## config.mk

```make
export PLATFORM = sky130hd
export DESIGN_NAME = hl_layer_sequencer
export DESIGN_NICKNAME = d
export VERILOG_FILES = /design/src/rtl/hl_layer_sequencer.sv
export SDC_FILE = /design/constraint.sdc
export NUM_CORES = 1
export LEC_CHECK = 0
export ABC_CLOCK_PERIOD_IN_PS = 14300
export CORE_UTILIZATION = 40
export CTS_CLUSTER_SIZE = 28
export DETAILED_ROUTE_END_ITERATION = 8
export HOLD_SLACK_MARGIN = 0.1
export PLACE_DENSITY = 0.66
export SETUP_SLACK_MARGIN = 0.3
export SYNTH_ARGS = -nofsm -noshare
export SYNTH_HDL_FRONTEND = slang
export SYNTH_SLANG_ARGS = --single-unit
```

## constraint.sdc

```tcl
create_clock -name clk_i -period 14.3 [get_ports clk_i]
set_input_delay 2.86 -clock clk_i [delete_from_list [all_inputs] [get_ports clk_i]]
set_output_delay 2.86 -clock clk_i [all_outputs]
set_load 0.02 [all_outputs]
```

## src/rtl/hl_layer_sequencer.sv

```systemverilog
// hl_layer_sequencer
// Drives one hidden layer of NUM_NEURONS neurons from a shared input stream.
// The input vector is held in a local buffer that can be written only while
// idle. Each element is broadcast once every neuron reports ready. The bench of
// neuron results is then collected, and the layer vector is presented with a
// one-cycle valid pulse and a sticky overflow flag.
//
// Optional feature: define HL_SEQ_TIMEOUT_EN to add TIMEOUT_CYCLES and timeout_o.
// The timeout watchdog covers the ready wait and the result collection. When it
// expires, the run ends early with a forced out_valid_o pulse.
//
// Ports
//   clk_i, rst_i          clock (rising edge), async active-high reset
//   in_we_i/addr/data     input-buffer write port (honoured only when idle)
//   start_i               start-layer pulse (ignored while busy)
//   busy_o                high from accepted start until the result pulse
//   n_ready_i             per-neuron ready
//   n_value_in_o          broadcast element, qualified by n_valid_in_o
//   n_valid_in_o          one-cycle pulse per broadcast element
//   n_value_out_i         packed neuron results, neuron k at [k*WIDTH +: WIDTH]
//   n_valid_out_i         per-neuron result valid
//   n_overflow_i          per-neuron overflow
//   out_value_o           captured layer results, same packing
//   out_valid_o           one-cycle pulse, results complete
//   out_overflow_o        sticky OR of neuron overflows for the current run
//   timeout_o             (HL_SEQ_TIMEOUT_EN only) sticky timeout flag
//
// state     | meaning
// ----------+---------------------------------------------------------------
// IDLE      | buffer writable, waiting for start
// WAIT_RDY  | waiting for every neuron to be ready
// ISSUE     | broadcast buf[idx] for one cycle
// GAP       | one dead cycle so a stale ready is not taken for a fresh one
// COLLECT   | capture each neuron's first result
// DONE      | one-cycle result valid pulse
module hl_layer_sequencer #(
    parameter int NUM_INPUTS  = 16,
    parameter int NUM_NEURONS = 8,
    parameter int WIDTH       = 8,
`ifdef HL_SEQ_TIMEOUT_EN
    parameter int TIMEOUT_CYCLES = 1024,
`endif
    localparam int AW = (NUM_INPUTS > 1) ? $clog2(NUM_INPUTS) : 1
) (
    input  logic                         clk_i,
    input  logic                         rst_i,
    input  logic                         in_we_i,
    input  logic [AW-1:0]                in_addr_i,
    input  logic [WIDTH-1:0]             in_data_i,
    input  logic                         start_i,
    output logic                         busy_o,
    input  logic [NUM_NEURONS-1:0]       n_ready_i,
    output logic [WIDTH-1:0]             n_value_in_o,
    output logic                         n_valid_in_o,
    input  logic [NUM_NEURONS*WIDTH-1:0] n_value_out_i,
    input  logic [NUM_NEURONS-1:0]       n_valid_out_i,
    input  logic [NUM_NEURONS-1:0]       n_overflow_i,
    output logic [NUM_NEURONS*WIDTH-1:0] out_value_o,
    output logic                         out_valid_o,
    output logic                         out_overflow_o
`ifdef HL_SEQ_TIMEOUT_EN
    ,
    output logic                         timeout_o
`endif
);

    typedef enum logic [2:0] {
        S_IDLE, S_WAIT_RDY, S_ISSUE, S_GAP, S_COLLECT, S_DONE
    } state_t;

    state_t                         state_q;
    logic [WIDTH-1:0]               buf_q [NUM_INPUTS];
    logic [AW-1:0]                  idx_q;
    logic [NUM_NEURONS-1:0]         mask_q;
    logic [NUM_NEURONS-1:0]         mask_d;
    logic [WIDTH-1:0]               n_value_q;
    logic                           n_valid_q;
    logic [NUM_NEURONS*WIDTH-1:0]   out_value_q;
    logic                           out_valid_q;
    logic                           ovf_q;
    logic                           ovf_live;
    logic                           addr_ok;

    // Overflow is accumulated from the first issue onwards. The only WAIT_RDY
    // cycles with idx 0 are the ones before element 0 has issued.
    always_comb begin
        mask_d   = mask_q | n_valid_out_i;
        ovf_live = (state_q != S_IDLE) && !((state_q == S_WAIT_RDY) && (idx_q == '0));
        addr_ok  = (32'(in_addr_i) < NUM_INPUTS);
    end

`ifdef HL_SEQ_TIMEOUT_EN
    localparam int TW = $clog2(TIMEOUT_CYCLES + 1);
    logic [TW-1:0] tmo_cnt_q;
    logic          timeout_q;
    logic          tmo_hit;
    assign tmo_hit   = (tmo_cnt_q == TW'(TIMEOUT_CYCLES - 1));
    assign timeout_o = timeout_q;
`endif

    always_ff @(posedge clk_i or posedge rst_i) begin
        if (rst_i) begin
            state_q     <= S_IDLE;
            for (int i = 0; i < NUM_INPUTS; i++) buf_q[i] <= '0;
            idx_q       <= '0;
            mask_q      <= '0;
            n_value_q   <= '0;
            n_valid_q   <= 1'b0;
            out_value_q <= '0;
            out_valid_q <= 1'b0;
            ovf_q       <= 1'b0;
`ifdef HL_SEQ_TIMEOUT_EN
            tmo_cnt_q   <= '0;
            timeout_q   <= 1'b0;
`endif
        end else begin
            n_valid_q   <= 1'b0;
            out_valid_q <= 1'b0;
            if (ovf_live) ovf_q <= ovf_q | (|n_overflow_i);
`ifdef HL_SEQ_TIMEOUT_EN
            if (state_q == S_WAIT_RDY || state_q == S_COLLECT) tmo_cnt_q <= tmo_cnt_q + TW'(1);
`endif
            case (state_q)
                S_IDLE: begin
                    if (in_we_i && addr_ok) buf_q[in_addr_i] <= in_data_i;
                    if (start_i) begin
                        mask_q      <= '0;
                        ovf_q       <= 1'b0;
                        out_value_q <= '0;
                        idx_q       <= '0;
                        state_q     <= S_WAIT_RDY;
`ifdef HL_SEQ_TIMEOUT_EN
                        tmo_cnt_q   <= '0;
                        timeout_q   <= 1'b0;
`endif
                    end
                end
                S_WAIT_RDY: begin
                    if (&n_ready_i) begin
                        n_valid_q <= 1'b1;
                        n_value_q <= buf_q[idx_q];
                        state_q   <= S_ISSUE;
                    end
`ifdef HL_SEQ_TIMEOUT_EN
                    else if (tmo_hit) begin
                        timeout_q   <= 1'b1;
                        out_valid_q <= 1'b1;
                        state_q     <= S_DONE;
                    end
`endif
                end
                S_ISSUE: begin
                    if (idx_q == AW'(NUM_INPUTS - 1)) begin
                        state_q <= S_COLLECT;
                    end else begin
                        idx_q   <= idx_q + AW'(1);
                        state_q <= S_GAP;
                    end
`ifdef HL_SEQ_TIMEOUT_EN
                    tmo_cnt_q <= '0;
`endif
                end
                S_GAP: begin
                    state_q <= S_WAIT_RDY;
`ifdef HL_SEQ_TIMEOUT_EN
                    tmo_cnt_q <= '0;
`endif
                end
                S_COLLECT: begin
                    // First capture wins: only slices not yet in the mask load.
                    for (int k = 0; k < NUM_NEURONS; k++) begin
                        if (n_valid_out_i[k] && !mask_q[k])
                            out_value_q[k*WIDTH +: WIDTH] <= n_value_out_i[k*WIDTH +: WIDTH];
                    end
                    mask_q <= mask_d;
                    if (&mask_d) begin
                        out_valid_q <= 1'b1;
                        state_q     <= S_DONE;
                    end
`ifdef HL_SEQ_TIMEOUT_EN
                    else if (tmo_hit) begin
                        timeout_q   <= 1'b1;
                        out_valid_q <= 1'b1;
                        state_q     <= S_DONE;
                    end
`endif
                end
                S_DONE:  state_q <= S_IDLE;
                default: state_q <= S_IDLE;
            endcase
        end
    end

    assign busy_o         = (state_q != S_IDLE);
    assign n_value_in_o   = n_value_q;
    assign n_valid_in_o   = n_valid_q;
    assign out_value_o    = out_value_q;
    assign out_valid_o    = out_valid_q;
    assign out_overflow_o = ovf_q;

endmodule

```

Yosys cells after proc, flatten, opt, wreduce, memory -nomap -nowiden
Index checks and enable logic that the tools add are counted.
- equal/unequal tests: 17
- $add $sub $neg: 1
- multiplexer cells: 33
- order comparisons: 3
- bitwise logic cells: 4
- reductions and logical operators: 41
- operators by type and width (operator ; number):
    128-bit bitwise mux ; 1
    64-bit case mux with 2 select lines ; 1
    8-bit 2-to-1 mux ; 12
    64-bit 2-to-1 mux ; 1
    8-bit binary-select mux with 4-bit select ; 1
    8-bit demux with 4-bit select ; 1
    3-bit AND reduction ; 10
    2-bit != test, second input constant ; 11
    8-bit case mux with 2 select lines ; 1
    8-bit AND reduction ; 2
    3-bit case mux with 5 select lines ; 1
    3-bit 2-to-1 mux ; 4
    1-bit logical AND ; 11
    5-bit >= comparator, second input constant ; 2
    4-bit NOT with 5-bit output ; 2
    1-bit logical NOT ; 9
    9-bit AND reduction ; 1
    4-bit 2-to-1 mux ; 2
    8-bit OR ; 1
    4-bit case mux with 2 select lines ; 1
    8-bit OR reduction ; 1
    1-bit 2-to-1 mux ; 7
    3-bit by 2-bit equality test with 1-bit output, second input constant ; 2
    5-bit by 1-bit < comparator with 1-bit output, second input constant ; 1
    other kinds (11) ; 13
- logic and storage cells: 130
- bits of input ports: 104
- register bits after elaboration: 218
- output and inout bits: 76

Logic depth before layout (Yosys ltp)
- word-level depth: 7
- gate-level depth with buffers: 8
- depth with buffers taken out: 5

Least setup slack after synthesis
No wires, ideal clock.
- kind: input to register
- from: in in_addr_i[3]
- to: reg buf_q[120] in the netlist's numbering
- library setup time: 0.125 ns
- arrival time: 4.112 ns
- cell stages on the path: 4
- path slack: 10.064 ns
- required time: 14.175 ns
- buffers on the path: 0
- path through: or4b_4 > nor3_4 > nand2_2 > mux2_2
- longest elaborated chain between the ends: 6
- elaborated cells on any way between the ends: 7
- those cells by class: order compare: 2; mux: 3; bitwise: 1; reduce/logical: 1
- RTL lines (element ; RTL line ; text):
    from (decl) ; 48 ; input logic [AW-1:0] in_addr_i,
    4-bit NOT with 5-bit output (not written as such) * ; 125 ; if (in_we_i && addr_ok) buf_q[in_addr_i] <= in_data_i;
    5-bit >= comparator (not written as such) or 5-bit by 1-bit < comparator with 1-bit output (tied branches) ; 125 ;
    1-bit logical AND (not written as such) ; 125 ;
    8-bit 2-to-1 mux (not written as such) ; 125 ;
    8-bit demux with 4-bit select * ; 125 ;
    128-bit bitwise mux * ; 125 ;
    to (signal, indexed assignment) ; 125 ;
    to (decl) ; 72 ; logic [WIDTH-1:0] buf_q [NUM_INPUTS];
Every way passes the cells marked *; elsewhere a longest branch is shown, timed or not.
A chain may end at the register's enable or synchronous reset.

Worst setup path after layout
- from: reg state_q[2]
- to: out busy_o
- longest elaborated chain between the ends: 1
- RTL lines (element ; RTL line ; text):
    from (decl) ; 71 ; state_t state_q;
    from (signal assigned) ; 103 ; state_q <= S_IDLE;
    from (signal assigned) ; 131 ; state_q <= S_WAIT_RDY;
    from (signal assigned) ; 142 ; state_q <= S_ISSUE;
    3-bit nonzero test ; 194 ; assign busy_o = (state_q != S_IDLE);
    to (decl) ; 51 ; output logic busy_o,
Every way passes these cells.

==> metrics.txt <==
Die Footprint 25300 sq um; cell count of the worst reg-to-reg path 5; status finished, violations left; total number of vias 6671; Max-Cap Viols 0; Net Count, Synth 900; CP max stage delay 0.58 ns; FF-to-FF Start state_q[2]; TritonRoute pass-1 iters 6; worst-margin pin slew 1.07 ns; Crit Path Max Fanout 11; num rows 57; hold-fix buffers at CTS 0; sequential area share after synthesis 55.3%; Synth Area per Inst 12.4 sq um; Worst Path Required 11.44 ns; clk_lat worst skew 0.52 ns; routed len/inst 18.9 um; post-route cell area 12700 sq um; Lkg Pwr 5.61 nW; Worst Hold Depth 1; endpoints failing setup 0; post-CTS setup repair buffer count 0; drt total wl 24600 um; Slew Viols, Final 0; worst path bufs/invs 2; worst setup path class reg2out; maximum number of pins on one net before global-route repair 154; NumNets Final 1069; min cycle time layout 5.04 ns; critical path arrival 2.18 ns; Clock Pin Slew Worst Setup and Hold Paths 0.06 ns; Crit path max-delay family buffers and inverters; dpl hpwl 16800 um; TNS Setup 0 ns; DIE WIDTH 159 um; worst reg2reg path endpoint out_value_o[42]; Iter 0 DRT Violations 328; violated checks design-rule violations; Hold WC Path Type reg2reg; height of the die 159 um; residual DRC count 4; I/O Pins 180; crit share post-route 35.2%; commonest cells after routing, fill and taps aside 217 x dfrtp_1, 179 x clkdlybuf4s50_1, 129 x mux2_2; slowest cell on the critical path clkdlybuf4s50_1; antenna-violating nets left 0; Post-Place Worst Slack 9.14 ns; Starting Density 40.7%; Max Freq 198 MHz; global route total overflow 0; share of cells above drive strength 1 20.9%; Min Hold Slack 0.499 ns; Critical Path Sink Type output pin; hold_sp out_overflow_o; Ys Warns 0; vias in the first global route 6939; gpl congestion 0.786; CTS tree done; worst-case clock buffer depth 3; DP Area 11900 sq um; Area Overhead vs Synth 28.9%; gr usage total 19.8%; max_slew headroom 28.6%; CTS H-tree lvls 1; reg2reg setup slack 11.38 ns; post-synthesis instance total 794; cts bufs inserted 25; synthesized flop and latch total 218; Worst Clk Skew 0.00830 ns; # clock sinks 218; Synth Cell Area 9870 sq um; WHS Endpoint out_overflow_o; RSZ-0062 raised after global routing false; CP Launch Type flip-flop; first-pass GRT wire length 39600 um; Worst VDD drop 0.0000758 V; Core Box Area 24200 sq um; cts repair resizes 0; vias per cell 5.12; final hold viol count 0; Final Worst Setup Slack 9.26 ns; port bufs 179; count of cell types in the netlist 45; initial antenna violation count 0; PD cells 160 nW/um^2; CTS Root Cell clkbuf_16; commonest non-fill, non-tap cell in the layout dfrtp_1; critical path, cell by cell nor3_1 > inv_1 > clkdlybuf4s50_1
[power by group]
part | total (mW) | internal (mW) | switching [mW]
Combinational | 0.601 | 0.294 | 0.307
Clock | 0.604 | 0.363 | 0.241
Sequential | 0.835 | 0.741 | 0.0939
Total | 2.04 | 1.40 | 0.641
[logic make-up after synthesis]
group           Yosys count  synth area share (%)
mux                     241                  28.1
flops                   218                  55.3
simple gates            164                  7.91
buf+inv                 110                  4.37
compound gates           56                  3.82
xor+xnor                  3                 0.266
fa+ha+maj                 2                 0.254
[worst register-to-register path, stage by stage, from the launching register on]
cell and delay, ns:
dfrtp_1 0.57, nor3b_4 0.62, buf_4 0.67, nand2_1 0.18
o21ai_2 0.53, mux2i_1 0.27
[final cells by class]
| cell class | count | area [sq um] |
|---|---|---|
| fill | 2138 | 11500 |
| sequential | 218 | 5460 |
| multi-input combinational | 466 | 4000 |
| timing repair buffer | 183 | 1820 |
| clock buffer | 38 | 724 |
| tap | 324 | 405 |
| inverter | 69 | 267 |
| clock inverter | 3 | 43.8 |
| antenna | 1 | 2.50 |
[cells in the mapped netlist, drive strengths merged]
master	number	area [sq um]
a211oi	7	52.6
a21o	1	7.51
a21oi	9	45.0
a22oi	1	7.51
a31oi	8	50.1
and2	3	18.8
and3	1	6.26
buf	16	78.8
clkbuf	25	93.8
dfrtp	218	5460
ha	2	25.0
inv	69	259
mux2	129	1450
mux2i	96	961
mux4	16	360
nand2	95	364
nand2b	2	12.5
nand3	10	67.6
nand3b	1	7.51
nand4	3	18.8
nand4bb	1	11.3
nor2	27	104
nor2b	3	18.8
nor3	3	26.3
nor3b	4	35.0
nor4	5	31.3
nor4b	1	15.0
o211ai	1	7.51
o21a	1	7.51
o21ai	8	70.1
o22ai	18	113
o31ai	1	7.51
o32ai	1	8.76
or3	2	12.5
or3b	2	17.5
or4b	1	13.8
xnor2	1	8.76
xor2	2	17.5
[state kept, by name, summed over array words and instances, names as in the netlist]
signal	cells
n_value_in_o	8
mask_q	8
out_value_o	64
out_overflow_o	1
n_valid_in_o	1
out_valid_o	1
state_q	3
buf_q	128
idx_q	4
[stage by stage]
step | total power, mW | util (%) | instances
2_1_floorplan | 1.17 | - | 794
3_3_place_gp | 1.44 | 49.3 | 1260
3_5_place_dp | 1.45 | 49.3 | 1260
4_1_cts | 2.07 | 52.4 | 1301
5_1_grt | 2.14 | 52.4 | 1301
6_report | 2.04 | 52.5 | 1302
[worst max path at each step]
stage	cells after the start	from	to
after floorplan	1	rst_i	buf_q[0]
after global placement	3	rst_i	idx_q[0]
after detailed placement	3	rst_i	idx_q[0]
after CTS	3	state_q[2]	busy_o
after global routing	3	state_q[2]	busy_o
final	3	state_q[2]	busy_o
[per-layer routing]
metal	GRT usage, %	share of wire [%]	wire length, um
met1	27.1	45	11100
met2	32.0	46	11400
met3	4.25	6.5	1600
met4	4.90	1.9	461
met5	0	0	0
(Power assumes the default switching activity.)
